--- src/rtl/serial_pwd_pkg.sv ---
// Shared types and defaults for the serial password sender and the lock benches.
package serial_pwd_pkg;

    localparam int unsigned DEF_CODE_WIDTH     = 4;
    localparam int unsigned DEF_READY_TIMEOUT  = 10;
    localparam int unsigned DEF_RESULT_TIMEOUT = 8;

    typedef enum logic [2:0] {
        ST_IDLE        = 3'd0,
        ST_SEND        = 3'd1,
        ST_GAP         = 3'd2,
        ST_WAIT_RESULT = 3'd3,
        ST_FINISH      = 3'd4
    } sender_state_e;

    // Sticky outcome of the most recent attempt.
    typedef struct packed {
        logic unlocked;
        logic incorrect;
        logic timeout;
    } sender_result_t;

    // Counter width able to hold 0 .. limit-1 (at least one bit).
    function automatic int unsigned ctr_width(input int unsigned limit);
        return (limit > 1) ? $clog2(limit) : 1;
    endfunction

endpackage

--- src/rtl/serial_pwd_sender_if.sv ---
// Host control, serial link and lock verdict signals of the password sender.
interface serial_pwd_sender_if
    import serial_pwd_pkg::*;
#(
    parameter int unsigned CODE_WIDTH = DEF_CODE_WIDTH
);

    logic                  start;
    logic [CODE_WIDTH-1:0] code;
    logic                  serial_data;
    logic                  serial_valid;
    logic                  serial_ready;
    logic                  unlock;
    logic                  pwd_incorrect;
    logic                  busy;
    logic                  done;
    logic                  result_unlocked;
    logic                  result_incorrect;
    logic                  result_timeout;

    // Sender side.
    modport master (
        input  start, code, serial_ready, unlock, pwd_incorrect,
        output serial_data, serial_valid, busy, done,
               result_unlocked, result_incorrect, result_timeout
    );

    // Host / lock side.
    modport slave (
        output start, code, serial_ready, unlock, pwd_incorrect,
        input  serial_data, serial_valid, busy, done,
               result_unlocked, result_incorrect, result_timeout
    );

endinterface

--- src/rtl/serial_pwd_sender_timeout_ctr.sv ---
// Cycle counter that flags when LIMIT enabled cycles have elapsed since clear.
module sender_timeout_ctr
    import serial_pwd_pkg::*;
#(
    parameter int unsigned LIMIT = DEF_READY_TIMEOUT
) (
    input  logic clk,
    input  logic reset,
    input  logic clear_i,
    input  logic enable_i,
    output logic expired_o
);

    localparam int unsigned     CW   = ctr_width(LIMIT);
    localparam logic [CW-1:0]   LAST = CW'(LIMIT - 1);

    logic [CW-1:0] cnt_q;
    logic          expired_q;

    // Count enabled cycles; expired_q is high during the LIMIT-th enabled cycle.
    always_ff @(posedge clk) begin
        if (reset || clear_i) begin
            cnt_q     <= '0;
            expired_q <= (LAST == '0);
        end else if (enable_i && !expired_q) begin
            cnt_q     <= cnt_q + CW'(1);
            expired_q <= ((cnt_q + CW'(1)) == LAST);
        end
    end

    assign expired_o = expired_q;

endmodule

--- src/rtl/serial_pwd_sender.sv ---
// Sends a captured password MSB first over a valid/ready link and collects the lock verdict.
module serial_pwd_sender
    import serial_pwd_pkg::*;
#(
    parameter int unsigned CODE_WIDTH     = DEF_CODE_WIDTH,
    parameter int unsigned READY_TIMEOUT  = DEF_READY_TIMEOUT,
    parameter int unsigned RESULT_TIMEOUT = DEF_RESULT_TIMEOUT
) (
    input  logic                    clk,
    input  logic                    reset,
    serial_pwd_sender_if.master     bus
);

    localparam int unsigned BCW = $clog2(CODE_WIDTH + 1);

    sender_state_e         state_q;
    logic [CODE_WIDTH-1:0] shift_q;
    logic [BCW-1:0]        bits_q;
    logic                  valid_q;
    logic                  busy_q;
    logic                  done_q;
    sender_result_t        result_q;

    logic transfer_c;
    logic ready_clr_c;
    logic ready_en_c;
    logic ready_expired_c;
    logic result_clr_c;
    logic result_en_c;
    logic result_expired_c;

    // Handshake and timeout counter controls.
    assign transfer_c   = (state_q == ST_SEND) && valid_q && bus.serial_ready;
    assign ready_clr_c  = (state_q != ST_SEND);
    assign ready_en_c   = (state_q == ST_SEND) && !transfer_c;
    assign result_clr_c = (state_q != ST_WAIT_RESULT);
    assign result_en_c  = (state_q == ST_WAIT_RESULT);

    sender_timeout_ctr #(.LIMIT(READY_TIMEOUT)) u_ready_ctr (
        .clk       (clk),
        .reset     (reset),
        .clear_i   (ready_clr_c),
        .enable_i  (ready_en_c),
        .expired_o (ready_expired_c)
    );

    sender_timeout_ctr #(.LIMIT(RESULT_TIMEOUT)) u_result_ctr (
        .clk       (clk),
        .reset     (reset),
        .clear_i   (result_clr_c),
        .enable_i  (result_en_c),
        .expired_o (result_expired_c)
    );

    // Attempt FSM; every output is set on the transition into the state that owns it.
    always_ff @(posedge clk) begin
        if (reset) begin
            state_q  <= ST_IDLE;
            shift_q  <= '0;
            bits_q   <= '0;
            valid_q  <= 1'b0;
            busy_q   <= 1'b0;
            done_q   <= 1'b0;
            result_q <= '0;
        end else begin
            done_q <= 1'b0;
            case (state_q)
                ST_IDLE: begin
                    if (bus.start) begin
                        state_q  <= ST_SEND;
                        shift_q  <= bus.code;
                        bits_q   <= BCW'(CODE_WIDTH);
                        result_q <= '0;
                        valid_q  <= 1'b1;
                        busy_q   <= 1'b1;
                    end
                end
                ST_SEND: begin
                    // Lock rejection beats a same-cycle transfer.
                    if (bus.pwd_incorrect) begin
                        state_q            <= ST_FINISH;
                        valid_q            <= 1'b0;
                        result_q.incorrect <= 1'b1;
                        done_q             <= 1'b1;
                    end else if (transfer_c) begin
                        state_q <= ST_GAP;
                        valid_q <= 1'b0;
                        shift_q <= shift_q << 1;
                        bits_q  <= bits_q - BCW'(1);
                    end else if (ready_expired_c) begin
                        state_q          <= ST_FINISH;
                        valid_q          <= 1'b0;
                        result_q.timeout <= 1'b1;
                        done_q           <= 1'b1;
                    end
                end
                ST_GAP: begin
                    if (bus.pwd_incorrect) begin
                        state_q            <= ST_FINISH;
                        result_q.incorrect <= 1'b1;
                        done_q             <= 1'b1;
                    end else if (bits_q == '0) begin
                        state_q <= ST_WAIT_RESULT;
                    end else begin
                        state_q <= ST_SEND;
                        valid_q <= 1'b1;
                    end
                end
                ST_WAIT_RESULT: begin
                    // A rejection masks a simultaneous unlock.
                    if (bus.pwd_incorrect) begin
                        state_q            <= ST_FINISH;
                        result_q.incorrect <= 1'b1;
                        done_q             <= 1'b1;
                    end else if (bus.unlock) begin
                        state_q           <= ST_FINISH;
                        result_q.unlocked <= 1'b1;
                        done_q            <= 1'b1;
                    end else if (result_expired_c) begin
                        state_q          <= ST_FINISH;
                        result_q.timeout <= 1'b1;
                        done_q           <= 1'b1;
                    end
                end
                ST_FINISH: begin
                    state_q <= ST_IDLE;
                    busy_q  <= 1'b0;
                end
                default: begin
                    state_q <= ST_IDLE;
                    valid_q <= 1'b0;
                    busy_q  <= 1'b0;
                end
            endcase
        end
    end

    assign bus.serial_data      = shift_q[CODE_WIDTH-1];
    assign bus.serial_valid     = valid_q;
    assign bus.busy             = busy_q;
    assign bus.done             = done_q;
    assign bus.result_unlocked  = result_q.unlocked;
    assign bus.result_incorrect = result_q.incorrect;
    assign bus.result_timeout   = result_q.timeout;

endmodule
--- src/flat_wrapper.sv ---
// flat-port wrapper written by rule: the top's interface ports become plain ports
module serial_pwd_sender_flat import serial_pwd_pkg::*;
#(
    parameter int unsigned CODE_WIDTH     = DEF_CODE_WIDTH,
    parameter int unsigned READY_TIMEOUT  = DEF_READY_TIMEOUT,
    parameter int unsigned RESULT_TIMEOUT = DEF_RESULT_TIMEOUT
)
  (clk, reset, bus_start, bus_code, bus_serial_ready, bus_unlock, bus_pwd_incorrect, bus_serial_data, bus_serial_valid, bus_busy, bus_done, bus_result_unlocked, bus_result_incorrect, bus_result_timeout);
  serial_pwd_sender_if #(.CODE_WIDTH(CODE_WIDTH)) bus_i ();
  input  logic clk;
  input  logic reset;
  input wire logic [$bits(bus_i.start)-1:0] bus_start;
  input wire logic [$bits(bus_i.code)-1:0] bus_code;
  input wire logic [$bits(bus_i.serial_ready)-1:0] bus_serial_ready;
  input wire logic [$bits(bus_i.unlock)-1:0] bus_unlock;
  input wire logic [$bits(bus_i.pwd_incorrect)-1:0] bus_pwd_incorrect;
  output wire logic [$bits(bus_i.serial_data)-1:0] bus_serial_data;
  output wire logic [$bits(bus_i.serial_valid)-1:0] bus_serial_valid;
  output wire logic [$bits(bus_i.busy)-1:0] bus_busy;
  output wire logic [$bits(bus_i.done)-1:0] bus_done;
  output wire logic [$bits(bus_i.result_unlocked)-1:0] bus_result_unlocked;
  output wire logic [$bits(bus_i.result_incorrect)-1:0] bus_result_incorrect;
  output wire logic [$bits(bus_i.result_timeout)-1:0] bus_result_timeout;
  assign bus_i.start = bus_start;
  assign bus_i.code = bus_code;
  assign bus_i.serial_ready = bus_serial_ready;
  assign bus_i.unlock = bus_unlock;
  assign bus_i.pwd_incorrect = bus_pwd_incorrect;
  assign bus_serial_data = bus_i.serial_data;
  assign bus_serial_valid = bus_i.serial_valid;
  assign bus_busy = bus_i.busy;
  assign bus_done = bus_i.done;
  assign bus_result_unlocked = bus_i.result_unlocked;
  assign bus_result_incorrect = bus_i.result_incorrect;
  assign bus_result_timeout = bus_i.result_timeout;
  serial_pwd_sender #(.CODE_WIDTH(CODE_WIDTH), .READY_TIMEOUT(READY_TIMEOUT), .RESULT_TIMEOUT(RESULT_TIMEOUT)) u_core (.clk(clk), .reset(reset), .bus(bus_i));
endmodule
--- config.mk ---
export PLATFORM = sky130hd
export DESIGN_NAME = serial_pwd_sender_flat
export DESIGN_NICKNAME = d
export VERILOG_FILES = /design/src/rtl/serial_pwd_pkg.sv /design/src/rtl/serial_pwd_sender_if.sv /design/src/rtl/serial_pwd_sender_timeout_ctr.sv /design/src/rtl/serial_pwd_sender.sv /design/src/flat_wrapper.sv
export SDC_FILE = /design/constraint.sdc
export NUM_CORES = 1
export LEC_CHECK = 0
export ABC_AREA = 1
export CORE_MARGIN = 2
export CORE_UTILIZATION = 49
export DETAILED_ROUTE_END_ITERATION = 10
export HOLD_SLACK_MARGIN = 0.06
export PLACE_DENSITY = 0.75
export SLEW_MARGIN = 25
export SYNTH_ARGS = -nofsm -noshare
export SYNTH_HDL_FRONTEND = slang
export SYNTH_SLANG_ARGS = --single-unit
--- constraint.sdc ---
create_clock -name clk -period 1.27 [get_ports clk]
set_input_delay 0.254 -clock clk [delete_from_list [all_inputs] [get_ports clk]]
set_output_delay 0.254 -clock clk [all_outputs]
set_load 0.005 [all_outputs]
# --- Yosys cells after proc, flatten, opt, wreduce, memory -nomap -nowiden ---
# Cells that the tools add are included.
totals:
  ff_bits: 25
  in_bits: 10
  out_inout_bits: 7
op_classes:
  add_sub_neg: 3
  n_eq_ne: 22
  mux: 47
  bitwise: 2
  reduce_logical: 25
ops:
  columns: ["operator", "count"]
  rows:
  - ["$mux 3", 12]
  - ["$mux 1", 22]
  - ["$ne 2x2->1 const B", 9]
  - ["$mux 4", 3]
  - ["$pmux 3 s4", 1]
  - ["$ne 4x3->1 const B", 2]
  - ["$pmux 4 s2", 1]
  - ["$reduce_and 4->1", 2]
  - ["$reduce_and 8->1", 1]
  - ["$eq 3x2->1 const B", 2]
  - ["$eq 3x3->1 const B", 2]
  - ["$logic_not 3->1", 2]
  - ["$ne 2x1->1 const B", 3]
  - ["$pmux 1 s2", 3]
  - ["$pmux 1 s3", 2]
  - ["$pmux 3 s2", 1]
  - ["$reduce_and 3->1", 2]
  - ["$reduce_bool 2->1", 3]
  - ["$logic_and 1x1->1", 5]
  - ["$reduce_and 5->1", 1]
  - ["$add 4x1->4 const B", 1]
  - ["$eq 4x4->1 const B", 1]
  - ["$pmux 1 s4", 1]
  - ["$add 3x1->3 const B", 1]
  - ["12 further kinds", 16]

# --- Logic depth before layout (Yosys ltp) ---
# Gate-level depths: netlist of run 1.
depth:
  depth_word: 6
  ltp_mapped: 10
  mapped_depth_nobuf: 9

# --- Modules after synthesis ---
# Synthesis of run 1 repeated with hierarchy kept, for this count alone.
unflattened:
  cells_unflattened: 206
  hier_area_um2: 1372.6
by_module_without_submodules:
  columns: ["mod", "n_inst", "cells_each", "area_each_um2"]
  rows:
  - ["serial_pwd_sender", 1, 142, 903.4]
  - ["sender_timeout_ctr at u_core.u_ready_ctr", 1, 37, 267.8]
  - ["sender_timeout_ctr at u_core.u_result_ctr", 1, 27, 201.4]

# --- Worst setup path after synthesis of run 1 ---
# No wires, ideal clock.
synth_path:
  kind: "reg2reg"
  startpoint: "register u_core.state_q[0]"
  endpoint: "register u_core.shift_q[1]"
  setup_ns: 0.116
  arrival_time_ns: 1.087
  required_time_ns: 1.154
  setup_slack_ns: 0.067
  path_stages_with_launch: 9
  path_buffers: 1
  cell_sequence: "dfxtp_1 buf_2 nand2_4 nor2_4 nand2_2 nand2_2 nand2_4 o21ai_0 nor2_1"
synth_between:
  elab_chain_len: 5
  elab_cells_between_ends: 10
  cone_classes: "eq/ne: 4; mux: 1; reduce/logical: 5"
synth_rtl:
  columns: ["element", "line", "source"]
  rows:
  - ["from (decl)", "serial_pwd_sender.sv:16", "sender_state_e state_q;"]
  - ["from (signal assigned)", "serial_pwd_sender.sv:58", "state_q <= ST_IDLE;"]
  - ["from (signal assigned)", "serial_pwd_sender.sv:70", "state_q <= ST_SEND;"]
  - ["from (signal assigned)", "serial_pwd_sender.sv:81", "state_q <= ST_FINISH;"]
  - ["$eq 3x1->1", "serial_pwd_sender.sv:33, serial_pwd_sender.sv:67", null]
  - ["$logic_and 1x1->1 (2 in a row)", "serial_pwd_sender.sv:33", "assign transfer_c = (state_q == ST_SEND) && valid_q && bus.serial_ready;"]
  - ["$ne 2x1->1 (no line)", null, null]
  - ["$reduce_and 4->1 (no line)", null, null]
  - ["to (signal assigned)", "serial_pwd_sender.sv:71", "shift_q <= bus.code;"]
  - ["to (signal assigned)", "serial_pwd_sender.sv:88", "shift_q <= shift_q << 1;"]
  - ["to (decl)", "serial_pwd_sender.sv:17", "logic [CODE_WIDTH-1:0] shift_q;"]
# Several ways; a longest one is shown, not always the timed one.
# A chain may end at the register's enable or synchronous reset.

# --- Worst setup path after layout of run 1 ---
layout_path:
  startpoint: "register u_core.state_q[2]"
  endpoint: "register u_core.shift_q[3]"
# The elaborated chain is that of the path after synthesis.

==> results of run 1 <==
==> routing by layer <==
layer / part of all wire (%) / vias to the layer above
met4: 2.1 / 0
met2: 49 / 17
met3: 2.5 / 6
li1: - / 722
met1: 47 / 627
met5: 0 / -
==> logic make-up after synthesis <==
logic type | after synthesis | share of synthesized area [%]
flip-flops | 25 | 36.70
XOR/XNOR | 3 | 1.927
adder cells (fa/ha/maj) | 6 | 5.504
AO/OA/AOI/OAI | 31 | 12.02
AND/OR/NAND/NOR | 101 | 33.85
buffers and inverters | 36 | 10.00
==> path summary, 6_finish.rpt <==
check                                  from                     endpoint  slack [ns]  cells after the start
setup / recovery          u_core.state_q[2]            u_core.shift_q[3]      -0.008                      8
hold / removal            bus_pwd_incorrect  u_core.bus.result_incorrect        0.34                      3
setup reg to reg          u_core.state_q[2]            u_core.shift_q[3]      -0.008                      8
hold reg to reg   u_core.bus.result_timeout    u_core.bus.result_timeout        0.46                      2
==> where the power goes <==
group / leakage (nW) / total, W / switching, W / internal [W]
clock network: 0.0177 / 0.000358 / 0.000240 / 0.000118
logic: 0.690 / 0.000628 / 0.000349 / 0.000279
registers: 0.209 / 0.000905 / 0.0000497 / 0.000855
total: 0.916 / 0.00189 / 0.000638 / 0.00125
==> sequential cells by signal, summed over array words and instances (netlist names), 3 cells and up <==
signal	flops
u_core.u_ready_ctr.cnt_q	4
u_core.u_result_ctr.cnt_q	3
u_core.shift_q	4
u_core.bits_q	3
u_core.state_q	3
==> placed cells by master, fill, tap and decap left out, drive strengths merged, types with 2 or more instances in the layout <==
cell type / netlist / final
nand2: 46 / 46
inv: 33 / 33
nor2: 33 / 33
dfxtp: 25 / 25
buf: 1 / 24
a21oi: 16 / 16
nand3: 14 / 14
o21ai: 12 / 12
clkdlybuf4s50: 0 / 8
dlygate4sd2: 0 / 7
ha: 6 / 6
nand4: 3 / 3
nor3: 3 / 3
clkbuf: 2 / 3
o21bai: 2 / 2
xor2: 2 / 2
==> cell type report <==
type	instances	area, um2
clock inverters	1	5.005
inverters	33	131.4
clock buffers	3	22.52
fillers	245	847.1
flip-flops and latches	25	518.0
well taps	31	38.79
repair buffers	40	334.1
multi-input cells	141	813.3
==> through the flow <==
step	hold WS, ns	total power [W]	setup slack, ns	cell area (um2)
2_1_floorplan	0.4185	0.001251	0.06675	1364
3_3_place_gp	0.4417	0.001470	-0.2660	1715
3_5_place_dp	0.4455	0.001477	-0.3184	1715
4_1_cts	0.4589	0.001824	0.003833	1763
5_1_grt	0.3899	0.002022	-0.04551	1863
6_report	0.3354	0.001890	-0.008142	1863
==> worst reg2reg max path, delay by kind of cell (launching register included) <==
kind                   cells  cell delay, ns
AO/OA/AOI/OAI              1            0.13
buffers and inverters      1            0.06
flip-flops                 1            0.39
AND/OR/NAND/NOR            6            0.61
==> timing repair <==
item	4_1_cts	5_1_grt
pin swaps	0	6
resized for setup	19	32
hold buffers	0	0
setup endpoints to repair	15	20
buffers inserted	1	1
==> impl_metrics.py, run 1 <==
metrics = {
    "sta": {
        "timing.final.max_slew_violations": 0,
        "max_slew_margin_pct": 85.22,
        "max_clock_freq_mhz": 782.4,
        "rsz0062_at_grt": "yes",
        "worst_slew_pin_slew_ns": 0.2215,
        "fin_ws_ns": -0.008142,
        "hold_viol_final": 0,
        "fin_skew_ns": 0.006601,
        "finalCritPeriodShare_pct": 100.6,
        "period_needed_ns": 1.278,
        "tns_ns": -0.01123,
        "finalSetupViolations": 2,
    },
    "setup_path": {
        "cp.buffers_inverters": 1,
        "critPathLaunchType": "flip-flop",
        "critical-path-top-delay-family": "simple AND/OR/NAND/NOR gates",
        "critPathKind": "reg2reg",
        "path_common_cell": "nand2_4",
        "cp.arrival_ns": 1.51,
        "end_kind": "flip-flop",
        "cpPeakStageDelay_ns": 0.39,
        "critPathSlowestCell": "dfxtp_4",
        "crit_required_ns": 1.51,
        "cp_max_fo": 8,
        "crit_chain": "inv_4, nand2_4, nor2_4, nand2_2, nand2_4, nand2_8, o21ai_1, nor2_1",
    },
    "clock_tree": {
        "ctsHtreeMaxLevel": 1,
        "clk_root_buffer_cell": "clkbuf_4",
        "cts.sinks": 25,
        "clk_latency_ns": 0.32,
        "cts_buffers": 3,
        "clockBufferDepth": 2,
        "clk_pin_slew_ns": 0.14,
        "tritoncts": "yes",
    },
    "global_routing": {
        "met3_usage_pct": 4.839,
        "grt_pass1_wl_um": 5319,
        "gr-total-overflow": 0,
        "busiest_layer": "met2",
        "grt_pass1_vias": 1287,
        "use_met1_pct": 27.67,
        "grt_max_degree": 15,
        "met2_usage_pct": 34.88,
        "grt_usage_pct": 20.73,
        "antenna_found_initial": 0,
    },
    "layout": {
        "syn_to_final_growth_pct": 36.61,
        "antenna_cells": 0,
        "final_layout_size_suffix_gt1_share_pct": 29.22,
        "fin_util_pct": 68.74,
        "layout.cells.non_filler": 274,
        "nets": 260,
    },
    "drt": {
        "dr.first_iter.drc_count": 35,
        "first_pass_iters": 4,
        "dr_total_vias": 1372,
        "via_per_inst": 5.007,
        "postRouteAntennaNets": 0,
        "post_drt_wl_per_cell_um": 11.24,
        "route.detailed.drc": 0,
        "totalWireLength_um": 3079,
    },
    "yosys": {
        "yosys_warnings": 0,
        "syn_inst": 202,
        "synthDistinctLibCells": 24,
        "ys_seq_area_share_pct": 36.70,
        "syn-num-nets": 218,
        "syn_area_um2": 1364,
        "syn_area_per_cell_um2": 6.752,
        "synthTopCellsByCount": "nand2_1, nor2_1, inv_1",
        "synth-edff-count": 0,
        "synth_top_area_share_pct": 36.70,
        "ys_seq_elements": 25,
        "yosys.area.top_type": "dfxtp_1",
        "synth_area_leaders": "dfxtp_1, nand2_1, nor2_1",
        "synth.most_common_cell": "nand2_1",
        "ys_dominant_reg_cell": "dfxtp_1",
        "async_reset_ff_share_pct": 0,
    },
    "placement": {
        "place_inst": 268,
        "hpwl_um": 2346,
        "gp_congestion": 0.9154,
        "io_buffers": 16,
    },
    "die": {
        "fp.dieW_um": 56.76,
        "die_area_um2": 3221,
        "coreArea_um2": 2710,
        "initial_core_util_pct": 50.32,
        "row_count": 19,
        "io_pins": 17,
        "die_y_um": 56.76,
    },
    "run_status": {
        "outcome": "finished, violations left",
        "violations": "negative setup slack",
    },
    "worst_hold_path": {
        "hold_class": "in2reg",
    },
    "power_and_ir_drop": {
        "vdd_drop_max_v": 0.0009648,
        "power_leakage_nw": 0.9164,
        "power.density_nw_per_um2": 1014,
    },
    "run": {
        "maxCapViolCount": 0,
    },
}
Power figures use the tool's default switching activity.
==> run 2: changes to the inputs <==
--- a/config.mk
+++ b/config.mk
@@ -9,6 +9,7 @@
 export CORE_MARGIN = 2
 export CORE_UTILIZATION = 49
 export DETAILED_ROUTE_END_ITERATION = 10
+export GPL_ROUTABILITY_DRIVEN = 0
 export HOLD_SLACK_MARGIN = 0.06
 export PLACE_DENSITY = 0.75
 export SLEW_MARGIN = 25
==> constraint.sdc (replaced) <==
create_clock -name clk -period 1.27 [get_ports clk]
set_input_delay 0.381 -clock clk [delete_from_list [all_inputs] [get_ports clk]]
set_output_delay 0.381 -clock clk [all_outputs]
set_load 0.005 [all_outputs]
==> impl_metrics.py, run 2 (same netlist as run 1, synthesis figures left out) <==
metrics = {
    "clock_tree": {
        "tritoncts": "yes",
        "clockBufferDepth": 2,
        "cts_buffers": 3,
        "cts.sinks": 25,
        "clk_latency_ns": 0.32,
        "clk_root_buffer_cell": "clkbuf_4",
        "ctsHtreeMaxLevel": 1,
        "clk_pin_slew_ns": 0.14,
    },
    "layout": {
        "nets": 264,
        "fillers": 238,
        "final_layout_size_suffix_gt1_share_pct": 37.25,
        "final_cell_mix": "nand2_1, buf_4, nor2_1",
        "antenna_cells": 0,
        "final_cell_area_um2": 1887,
        "largest_registers": "u_core.shift_q: 4 flops, u_core.u_ready_ctr.cnt_q: 4 flops",
        "mostFrequentLayoutCell": "nand2_1",
        "syn_to_final_growth_pct": 38.35,
    },
    "sta": {
        "worst_slew_pin_slew_ns": 0.2092,
        "whs_ns": 0.4730,
        "timing.final.max_slew_violations": 0,
        "max_slew_margin_pct": 86.04,
        "hold_viol_final": 0,
        "rsz0062_at_grt": "yes",
        "max_clock_freq_mhz": 779.9,
        "finalSetupViolations": 2,
        "period_needed_ns": 1.282,
        "finalCritPeriodShare_pct": 101.0,
        "fin_skew_ns": 0.004087,
        "fin_ws_ns": -0.01226,
    },
    "drt": {
        "totalWireLength_um": 3133,
        "dr.first_iter.drc_count": 31,
        "dr_wl_met3_um": 127,
        "route.detailed.drc": 0,
        "wl_met1_um": 1405,
        "dr_total_vias": 1399,
        "via_per_inst": 5.032,
        "postRouteAntennaNets": 0,
        "post_drt_wl_per_cell_um": 11.27,
        "met2_length_um": 1560,
        "first_pass_iters": 4,
        "highest_layer": "met4",
    },
    "global_routing": {
        "grt_usage_pct": 21.15,
        "antenna_found_initial": 0,
        "grt_max_degree": 15,
        "grt_pass1_vias": 1285,
        "grt_pass1_wl_um": 5354,
        "gr-total-overflow": 0,
    },
    "die": {
        "io_pins": 17,
        "die_y_um": 56.76,
        "fp.dieW_um": 56.76,
        "initial_core_util_pct": 50.32,
        "row_count": 19,
        "die_area_um2": 3221,
        "coreArea_um2": 2710,
    },
    "worst_hold_path": {
        "whs_endpoint": "u_core.bus.result_unlocked",
        "min_delay_path_depth": 5,
        "hold_class": "in2reg",
        "worstHoldStart": "bus_unlock",
    },
    "setup_path": {
        "cp_max_fo": 8,
        "crit_required_ns": 1.50,
        "critPathLaunchType": "flip-flop",
        "reg2reg_slack_ns": -0.01,
        "r2r-end": "u_core.shift_q[3]",
        "worstRegToRegCells": 7,
        "critPathKind": "reg2reg",
        "end_kind": "flip-flop",
        "r2r-start": "u_core.state_q[1]",
        "cp.arrival_ns": 1.52,
    },
    "run": {
        "maxCapViolCount": 0,
    },
    "run_status": {
        "outcome": "finished, violations left",
        "violations": "negative setup slack",
    },
    "power_and_ir_drop": {
        "power.density_nw_per_um2": 1010,
        "power_leakage_nw": 0.9218,
        "finalPower_w": 0.001906,
        "vdd_drop_max_v": 0.001026,
    },
    "placement": {
        "io_buffers": 16,
        "hpwl_um": 2339,
        "place_area_um2": 1715,
        "pre_cts_slack_ns": -0.4439,
    },
}
[run 2: worst max path at each step]
stage	startpoint	slack, ns	cells after the start	endpoint
after global placement	bus_pwd_incorrect	-0.39	5	u_core.bus.done
after CTS	u_core.bus.result_incorrect	0.0005	1	bus_result_incorrect
after global routing	u_core.state_q[1]	-0.06	7	u_core.shift_q[1]
after detailed placement	bus_pwd_incorrect	-0.44	8	u_core.bits_q[1]
after floorplan	u_core.state_q[0]	0.07	8	u_core.shift_q[1]
final	u_core.state_q[1]	-0.01	7	u_core.shift_q[3]
[run 2: cell type report]
type                       instances  area, um2  area share [%]
multi-input combinational        141      827.0           43.83
clock buffer                       3      22.52           1.194
inverter                          33      133.9           7.095
clock inverter                     1      5.005          0.2653
timing repair buffer              44      340.3           18.04
sequential                        25      519.2           27.52
tap                               31      38.79           2.056
[run 2: where the power goes]
part	switching, W	total (W)	internal (W)
Sequential	0.0000499	0.000905	0.000855
Clock	0.000241	0.000360	0.000118
Combinational	0.000356	0.000642	0.000286
[run 2: worst max-delay path, stage by stage (launching register included)]
cell and delay (ns):
dfxtp_4 0.39, buf_4 0.14, nor2_4 0.17, nand2_2 0.09, nand2_2 0.10, nand2_4 0.10
o21ai_1 0.14, nor2_1 0.05
[run 2: per-stage QoR]
stage | util (%) | setup TNS, ns | instances
2_1_floorplan | - | 0 | 202
3_3_place_gp | 63.30 | -6.929 | 268
3_5_place_dp | 63.30 | -7.578 | 268
4_1_cts | 65.65 | 0 | 275
5_1_grt | 69.62 | -0.2951 | 278
6_report | 69.62 | -0.02255 | 278
[run 2: metal layers]
layer	global-route usage, %	vias to the layer above
li1	-	725
met3	4.839	4
met1	27.07	639
met4	4.983	0
met5	0	-
met2	36.05	31
[run 2: repair_timing]
| action | CTS | global route |
|---|---|---|
| pin swaps | 0 | 16 |
| hold buffers | 0 | 0 |
| setup buffers | 3 | 3 |
| endpoints found under the setup margin | 24 | 26 |
| resized for setup | 31 | 49 |
